`src/rtl/trash_core.sv`:
```
// trash_core: 8-bit micro-sequencer with a loadable program store, register file and scratchpad.
// Define TRASH_CORE_RETIRE_CNT_EN to build the saturating retired-instruction counter.
module trash_core #(
  parameter int unsigned PROG_DEPTH = 16,
  parameter int unsigned MEM_DEPTH  = 16,
  parameter int unsigned NREG       = 4
) (
  input  logic                          clk,
  input  logic                          rst_n,
  input  logic                          prog_en,
  input  logic                          prog_valid,
  input  logic [15:0]                   prog_data,
  input  logic                          run,
  output logic [7:0]                    out_data,
  output logic                          out_valid,
  output logic                          halted,
  output logic                          busy,
  output logic [$clog2(PROG_DEPTH)-1:0] pc,
  output logic [15:0]                   retired
);

  localparam int unsigned PW = $clog2(PROG_DEPTH);
  localparam int unsigned MW = $clog2(MEM_DEPTH);
  localparam int unsigned RW = $clog2(NREG);
  localparam logic [PW-1:0] PcOne = 1;

  typedef enum logic [1:0] {StIdle, StLoad, StRun, StHalt} state_e;

  state_e        state_q, state_d;
  logic [PW-1:0] pc_q, pc_d;
  logic [PW-1:0] load_ptr_q, load_ptr_d;
  logic [7:0]    out_data_q, out_data_d;
  logic          out_valid_q, out_valid_d;

  logic [15:0] pmem [PROG_DEPTH];
  logic [7:0]  regs_q [NREG];
  logic [7:0]  dmem_q [MEM_DEPTH];

  logic          pmem_we, reg_we, mem_we, exec;
  logic [7:0]    reg_wdata, alu_res;
  logic [15:0]   instr;
  logic [3:0]    op, fn;
  logic [7:0]    imm;
  logic [RW-1:0] ra_idx, rb_idx;
  logic [MW-1:0] maddr;
  logic [7:0]    ra_val, rb_val;

  // Fetch is combinational straight out of the program array.
  assign instr  = pmem[pc_q];
  assign op     = instr[15:12];
  assign fn     = instr[3:0];
  assign imm    = instr[7:0];
  assign ra_idx = instr[8 +: RW];
  assign rb_idx = instr[4 +: RW];
  assign maddr  = imm[MW-1:0];
  assign ra_val = regs_q[ra_idx];
  assign rb_val = regs_q[rb_idx];

  always_comb begin
    alu_res = ra_val;
    case (fn)
      4'h0: alu_res = ra_val + rb_val;
      4'h1: alu_res = ra_val - rb_val;
      4'h2: alu_res = ra_val & rb_val;
      4'h3: alu_res = ra_val | rb_val;
      4'h4: alu_res = ra_val ^ rb_val;
      4'h5: alu_res = ~ra_val;
      4'h6: alu_res = {1'b0, ra_val[7:1]};
      4'h7: alu_res = {ra_val[6:0], 1'b0};
      4'h8: alu_res = ra_val + 8'd1;
      4'h9: alu_res = ra_val - 8'd1;
      default: alu_res = ra_val;
    endcase
  end

  always_comb begin
    state_d     = state_q;
    pc_d        = pc_q;
    load_ptr_d  = load_ptr_q;
    out_data_d  = out_data_q;
    out_valid_d = 1'b0;
    pmem_we     = 1'b0;
    reg_we      = 1'b0;
    reg_wdata   = 8'h00;
    mem_we      = 1'b0;
    exec        = 1'b0;
    case (state_q)
      StIdle: begin
        if (prog_en) begin
          state_d    = StLoad;
          load_ptr_d = '0;
        end else if (run) begin
          state_d = StRun;
          pc_d    = '0;
        end
      end
      StLoad: begin
        if (prog_valid) begin
          pmem_we    = 1'b1;
          load_ptr_d = load_ptr_q + PcOne;
        end
        if (!prog_en) state_d = StIdle;
      end
      StRun: begin
        if (!run) begin
          state_d = StIdle;
        end else begin
          exec = 1'b1;
          pc_d = pc_q + PcOne;
          case (op)
            4'h1: begin
              reg_we    = 1'b1;
              reg_wdata = imm;
            end
            4'h2: begin
              reg_we    = 1'b1;
              reg_wdata = alu_res;
            end
            4'h3: mem_we = 1'b1;
            4'h4: begin
              reg_we    = 1'b1;
              reg_wdata = dmem_q[maddr];
            end
            4'h5: pc_d = imm[PW-1:0];
            4'h6: if (ra_val == 8'h00) pc_d = imm[PW-1:0];
            4'h7: begin
              out_data_d  = ra_val;
              out_valid_d = 1'b1;
            end
            4'h8: begin
              state_d = StHalt;
              pc_d    = pc_q;
            end
            default: ;
          endcase
        end
      end
      StHalt: if (!run) state_d = StIdle;
      default: state_d = StIdle;
    endcase
  end

  always_ff @(posedge clk) begin
    if (!rst_n) begin
      state_q     <= StIdle;
      pc_q        <= '0;
      load_ptr_q  <= '0;
      out_data_q  <= 8'h00;
      out_valid_q <= 1'b0;
    end else begin
      state_q     <= state_d;
      pc_q        <= pc_d;
      load_ptr_q  <= load_ptr_d;
      out_data_q  <= out_data_d;
      out_valid_q <= out_valid_d;
    end
  end

  // Program store has no reset; a reset edge must still suppress a pending write.
  always_ff @(posedge clk) begin
    if (rst_n && pmem_we) pmem[load_ptr_q] <= prog_data;
  end

  always_ff @(posedge clk) begin
    if (!rst_n) begin
      for (int i = 0; i < NREG; i++) regs_q[i] <= 8'h00;
    end else if (reg_we) begin
      regs_q[ra_idx] <= reg_wdata;
    end
  end

  always_ff @(posedge clk) begin
    if (!rst_n) begin
      for (int i = 0; i < MEM_DEPTH; i++) dmem_q[i] <= 8'h00;
    end else if (mem_we) begin
      dmem_q[maddr] <= ra_val;
    end
  end

`ifdef TRASH_CORE_RETIRE_CNT_EN
  logic [15:0] retired_q;
  always_ff @(posedge clk) begin
    if (!rst_n) begin
      retired_q <= 16'h0000;
    end else if (state_q == StIdle && !prog_en && run) begin
      retired_q <= 16'h0000;
    end else if (exec && retired_q != 16'hFFFF) begin
      retired_q <= retired_q + 16'd1;
    end
  end
  assign retired = retired_q;
`else
  logic unused_exec;
  assign unused_exec = exec;
  assign retired     = 16'h0000;
`endif

  logic unused_instr;
  assign unused_instr = ^instr;

  assign out_data  = out_data_q;
  assign out_valid = out_valid_q;
  assign halted    = (state_q == StHalt);
  assign busy      = (state_q == StRun);
  assign pc        = pc_q;

endmodule
```
`config.mk`:
```
export PLATFORM = sky130hd
export DESIGN_NAME = trash_core
export DESIGN_NICKNAME = d
export VERILOG_FILES = /design/src/rtl/trash_core.sv
export SDC_FILE = /design/constraint.sdc
export NUM_CORES = 1
export LEC_CHECK = 0
export BUFFER_PORTS_ARGS = -buffer_cell sky130_fd_sc_hd__buf_2
export CORE_MARGIN = 4
export CORE_UTILIZATION = 35
export CTS_BUF_LIST = sky130_fd_sc_hd__clkbuf_8
export CTS_CLUSTER_SIZE = 25
export DETAILED_ROUTE_END_ITERATION = 10
export HOLD_SLACK_MARGIN = 0.1
export PLACE_DENSITY = 0.51
export SYNTH_ARGS = -nofsm -noshare
export SYNTH_HDL_FRONTEND = slang
export SYNTH_SLANG_ARGS = --single-unit
```
`constraint.sdc`:
```
create_clock -name clk -period 10.6 [get_ports clk]
set_input_delay 2.12 -clock clk [delete_from_list [all_inputs] [get_ports clk]]
set_output_delay 2.12 -clock clk [all_outputs]
set_load 0.05 [all_outputs]
```
Word level (Yosys, flattened, before mapping)

Memory sizes are Yosys's and may differ from the RTL's. A register that Yosys moved wholly into a read port is not among the register bits.
Cells that the tools add are included.
W data, S select, Z words.

Bits in registers: 19
Bits in latches: 0
Memory bits (writable): 416
Memory bits (read-only): 0
Input port bits: 21
Output and inout bits: 31
Memories kept: 3

Memory list:

| memory | depth | bits a word | rd ports | clocked after Yosys merged registers in | wr ports | RTL line | source |
|---|---|---|---|---|---|---|---|
| pmem   | 16    | 16          | 1        | 1                                       | 1        | 35       | `logic [15:0] pmem [PROG_DEPTH];` |
| dmem_q | 16    | 8           | 1        | 0                                       | 16       | 37       | `logic [7:0] dmem_q [MEM_DEPTH];` |
| regs_q | 4     | 8           | 2        | 0                                       | 4        | 36       | `logic [7:0] regs_q [NREG];` |

Add/subtract/negate cells: 6
Multipliers: 0
Divide/modulo/power cells: 0
Order comparisons: 0
Eq/ne operators: 30
Shift-type cells: 0
Mux-type cells: 46
Bitwise gates (word level): 4
Reduce and logical (&&, ||, !) cells: 14

Operators with widths:

| operator              | count |
|---|---|
| $pmux W8 S10          | 1 |
| $mux W4               | 9 |
| $eq A4 B3 Y1 const B  | 8 |
| $mux W8               | 4 |
| $pmux W8 S3           | 1 |
| $mux W1               | 20 |
| $eq A4 B2 Y1 const B  | 4 |
| $ne A2 B2 Y1 const B  | 8 |
| $pmux W4 S2           | 2 |
| $reduce_or A8 Y1      | 2 |
| $mux W2               | 7 |
| $eq A4 B4 Y1 const B  | 3 |
| $pmux W4 S3           | 1 |
| $reduce_and A3 Y1     | 3 |
| $add A4 B1 Y4 const B | 2 |
| $add A8 B1 Y8 const B | 1 |
| $add A8 B8 Y8         | 1 |
| $and A8 B8 Y8         | 1 |
| $eq A4 B1 Y1 const B  | 2 |
| $logic_not A8 Y1      | 1 |
| $not A8 Y8            | 1 |
| $or A8 B8 Y8          | 1 |
| $pmux W2 S4           | 1 |
| $sub A8 B1 Y8 const B | 1 |
| other kinds (13)      | 15 |

Logic depth before layout (Yosys ltp)

Depth after elaboration: 10
Mapped depth: 24
Depth with buffers taken out: 19

Worst setup path after synthesis

No wires, ideal clock.

Path type: register to register
Start point: register with a tool-made name
End point: memory regs_q[3][6], data pin
Setup time: 0.141 ns
Arrival time: 4.716 ns
Data required time: 10.459 ns
Setup slack: 5.743 ns
Cell stages (with the launch flop): 22
Period minus slack after synthesis: 4.857 ns
Cell sequence: dfxtp_1 > buf_6 > buf_6 > mux4_2 > a211oi_1 > nor3_4 > buf_2 > mux2_2 > clkbuf_1 > clkbuf_1 > ha_1 > inv_1 > fa_1 > a21o_1 > a21oi_1 > o21bai_1 > a21oi_1 > xor2_1 > a21oi_1 > o22ai_1 > o31ai_1 > nor2b_1

RTL lines:

| item      | RTL line |
|---|---|
| to (decl) | 36 |

==> results.cfg <==
[finish]
area_growth_pct = 11.17
drive_above_1_share = 0.1794
fin_nets = 1485
stdcell_count = 2191

[yosys]
synth_most_common_cell = edfxtp_1
synth_flop_cell = edfxtp_1
ys_types = 85
synthAdderAreaFrac = 0.01685
synthTopCellsByArea = edfxtp_1 (61%), mux4_2 (7.8%), nor2_1 (4.2%)
syn_area_um2 = 19000
async_reset_ff_frac = 0
yosysWarnings = 0
synth_common_cells = edfxtp_1 (384), nor2_1 (213), nand2_1 (107), mux2i_1 (79), mux4_2 (66)
syn_inst = 1394
synth_top_family_by_area = multiplexers
synth_seq_cells = 407
synth_simple_gate_area_frac = 0.1131
synth.avg_cell_area_um2 = 13.63
synth-xor-area-share = 0.004609
synth_edf_count = 384
synth_largest_area_cell = edfxtp_1
synth_compound_area_frac = 0.06650
synth.top_cell.area_share = 0.6068
synth.area.mux_share = 0.1348
ys_seq_area_frac = 0.6310

[die]
core_um2 = 53810
die_x_um = 241.0
core.rowCount = 85
die_y_um = 241.0
io_pins = 52
initial_core_util = 0.3532
die_area_um2 = 58090

[critical_path]
worst_ep_arrival_time_ps = 6980
worstPathMaxFanout = 39
startpoint_type = flop
cp_data_required_time_ps = 10960
criticalPathCategory = reg2reg
critPathCaptureType = flop

[route]
vias = 11890
ant_nets = 0
drc = 0
drt_wl_total_um = 50500
drt-initial-drc-count = 1055
wire_per_inst_um = 23.05
firstDrtPassIters = 5
viasPerCell = 5.425

[timing]
setup_viol = 0
rsz0062_at_grt = false
hold_violations = 0
tns_ps = 0
fin_skew_ps = 17.97
period_minus_slack_ps = 6627
tightest_slew_ps = 1303
slew_violations = 0
maxSlewHeadroom = 0.1233
fmax_ghz = 0.1509
min_period_over_period = 0.6252

[global_route]
grtUsageMet1 = 0.2386
grt_pass1_wl_um = 74940
grt_max_degree = 48
top_usage_layer = met2
grt_util_met3 = 0.03337
track_usage = 0.1725
antenna_found_initial = 5
gr-total-overflow = 0
grt_pass1_vias = 11780
use_met2 = 0.2770

[clocking]
clock_sinks = 407
cts-hold-fix-buffers = 0
cts_tree = yes
cts_buffers = 72
clk_pin_slew_ps = 60
cts-root-buf = clkbuf_8
clkLatencyLatePin_ps = 640
htree_num_levels = 3
max-clock-path-buffers = 3
post-cts-setup-buffers = 0
post_cts_resized = 0

[power_and_ir_drop]
p_leak_nw = 7.319
ir_drop_v = 0.0001100
power.density_nw_per_um2 = 157.1

[placed_design]
dpl.hpwl_um = 30880
portBuffers = 33
gp_congestion = 0.8360
placed_cells = 2061

[run_status]
status = completed

[job]
cap_violations = 0

[hold_path]
hold_path_class = reg2reg
-- kinds of logic after synthesis --
| logic type | Yosys count |
|---|---|
| adders and majority gates | 25 |
| xor gates and xnor gates | 10 |
| DFF | 407 |
| other | 1 |
| buffers and inverters | 123 |
| and+or+nand+nor | 474 |
| AOI/OAI and AO/OA | 185 |
| muxes | 169 |
-- where the power goes --
part | total, mW | switching, mW | leakage, nW | internal, mW
logic | 0.213 | 0.148 | 2.73 | 0.0656
registers | 1.79 | 0.0113 | 3.85 | 1.78
clock network | 1.32 | 0.660 | 0.741 | 0.657
-- critical path: stages (launching register included) --
cell and delay, ps:
dfxtp_1 950, clkinv_1 990, mux2i_4 470, buf_4 340
nor2_1 550, nand2_1 270, nand2_1 160, a21oi_1 70
nor3_1 320, ha_1 290, a21o_1 180, a21o_1 190
xor2_1 160, nand2_1 70, a21oi_1 70, a21oi_1 160
o31ai_1 90, nor4_1 840, nor2_1 120
-- per-stage QoR --
| step | setup slack [ps] | power (mW) | hold WS, ps | cell area [µm²] | util |
|---|---|---|---|---|---|
| finish | 3973 | 3.320 | 486.5 | 21130 | 0.3926 |
| floorplan | 5743 | 1.969 | 495.1 | 19060 | - |
| global route | 3312 | 3.445 | 529.5 | 21120 | 0.3925 |
| detailed placement | 3999 | 2.035 | 476.0 | 19830 | 0.3685 |
| CTS | 3951 | 3.358 | 490.5 | 21120 | 0.3925 |
| global placement | 4011 | 2.032 | 466.5 | 19830 | 0.3685 |
-- layout make-up --
class / instances / area (µm²)
diodes: 1 / 2.502
inverters: 21 / 78.83
well taps: 696 / 870.8
multi-input cells: 879 / 6529
repair buffers: 58 / 352.8
flip-flops and latches: 407 / 12000
fillers: 5089 / 32690
clock buffers: 74 / 1018
clock inverters: 55 / 276.5
-- registers in the layout (all words and copies together), names as in the netlist, named ones only --
name and flops:
pmem 224, dmem_q 128, regs_q 32, out_data 8, load_ptr_q 4, pc 4, state_q 2, out_valid 1
-- layout by cell type, fill, tap and decap left out, drive strengths merged, types with 10 or more instances in the layout --
cell type | Yosys | final
a22oi | 10 | 10
a21oi | 52 | 52
nand2 | 107 | 107
buf | 63 | 58
o22ai | 12 | 12
nor3 | 18 | 18
nand3 | 45 | 45
ha | 24 | 24
mux4 | 67 | 67
nor2b | 21 | 21
dfxtp | 23 | 23
clkbuf | 39 | 74
inv | 20 | 47
mux2i | 79 | 79
a31oi | 10 | 10
mux2 | 23 | 23
and2 | 27 | 27
edfxtp | 384 | 384
nor2 | 213 | 213
conb | 1 | 16
o21ai | 25 | 25
clkinv | 1 | 24
-- path summary, 6_finish.rpt --
| kind | start | to | slack (ps) | cells past startpoint |
|---|---|---|---|---|
| min | out_data[0] | out_data[0] | 490 | 2 |
| max | flop | regs_q[2][3] | 3970 | 18 |
| max reg2reg | flop | regs_q[2][3] | 3970 | 18 |
| min reg2reg | out_data[0] | out_data[0] | 490 | 2 |
-- metal layers --
metal	up-vias	wire, µm
met1	6057	22190
li1	5375	-
met2	378	24190
met4	2	1206
met3	74	2897
met5	-	7
Note: power is estimated with default switching activity, not from simulation.
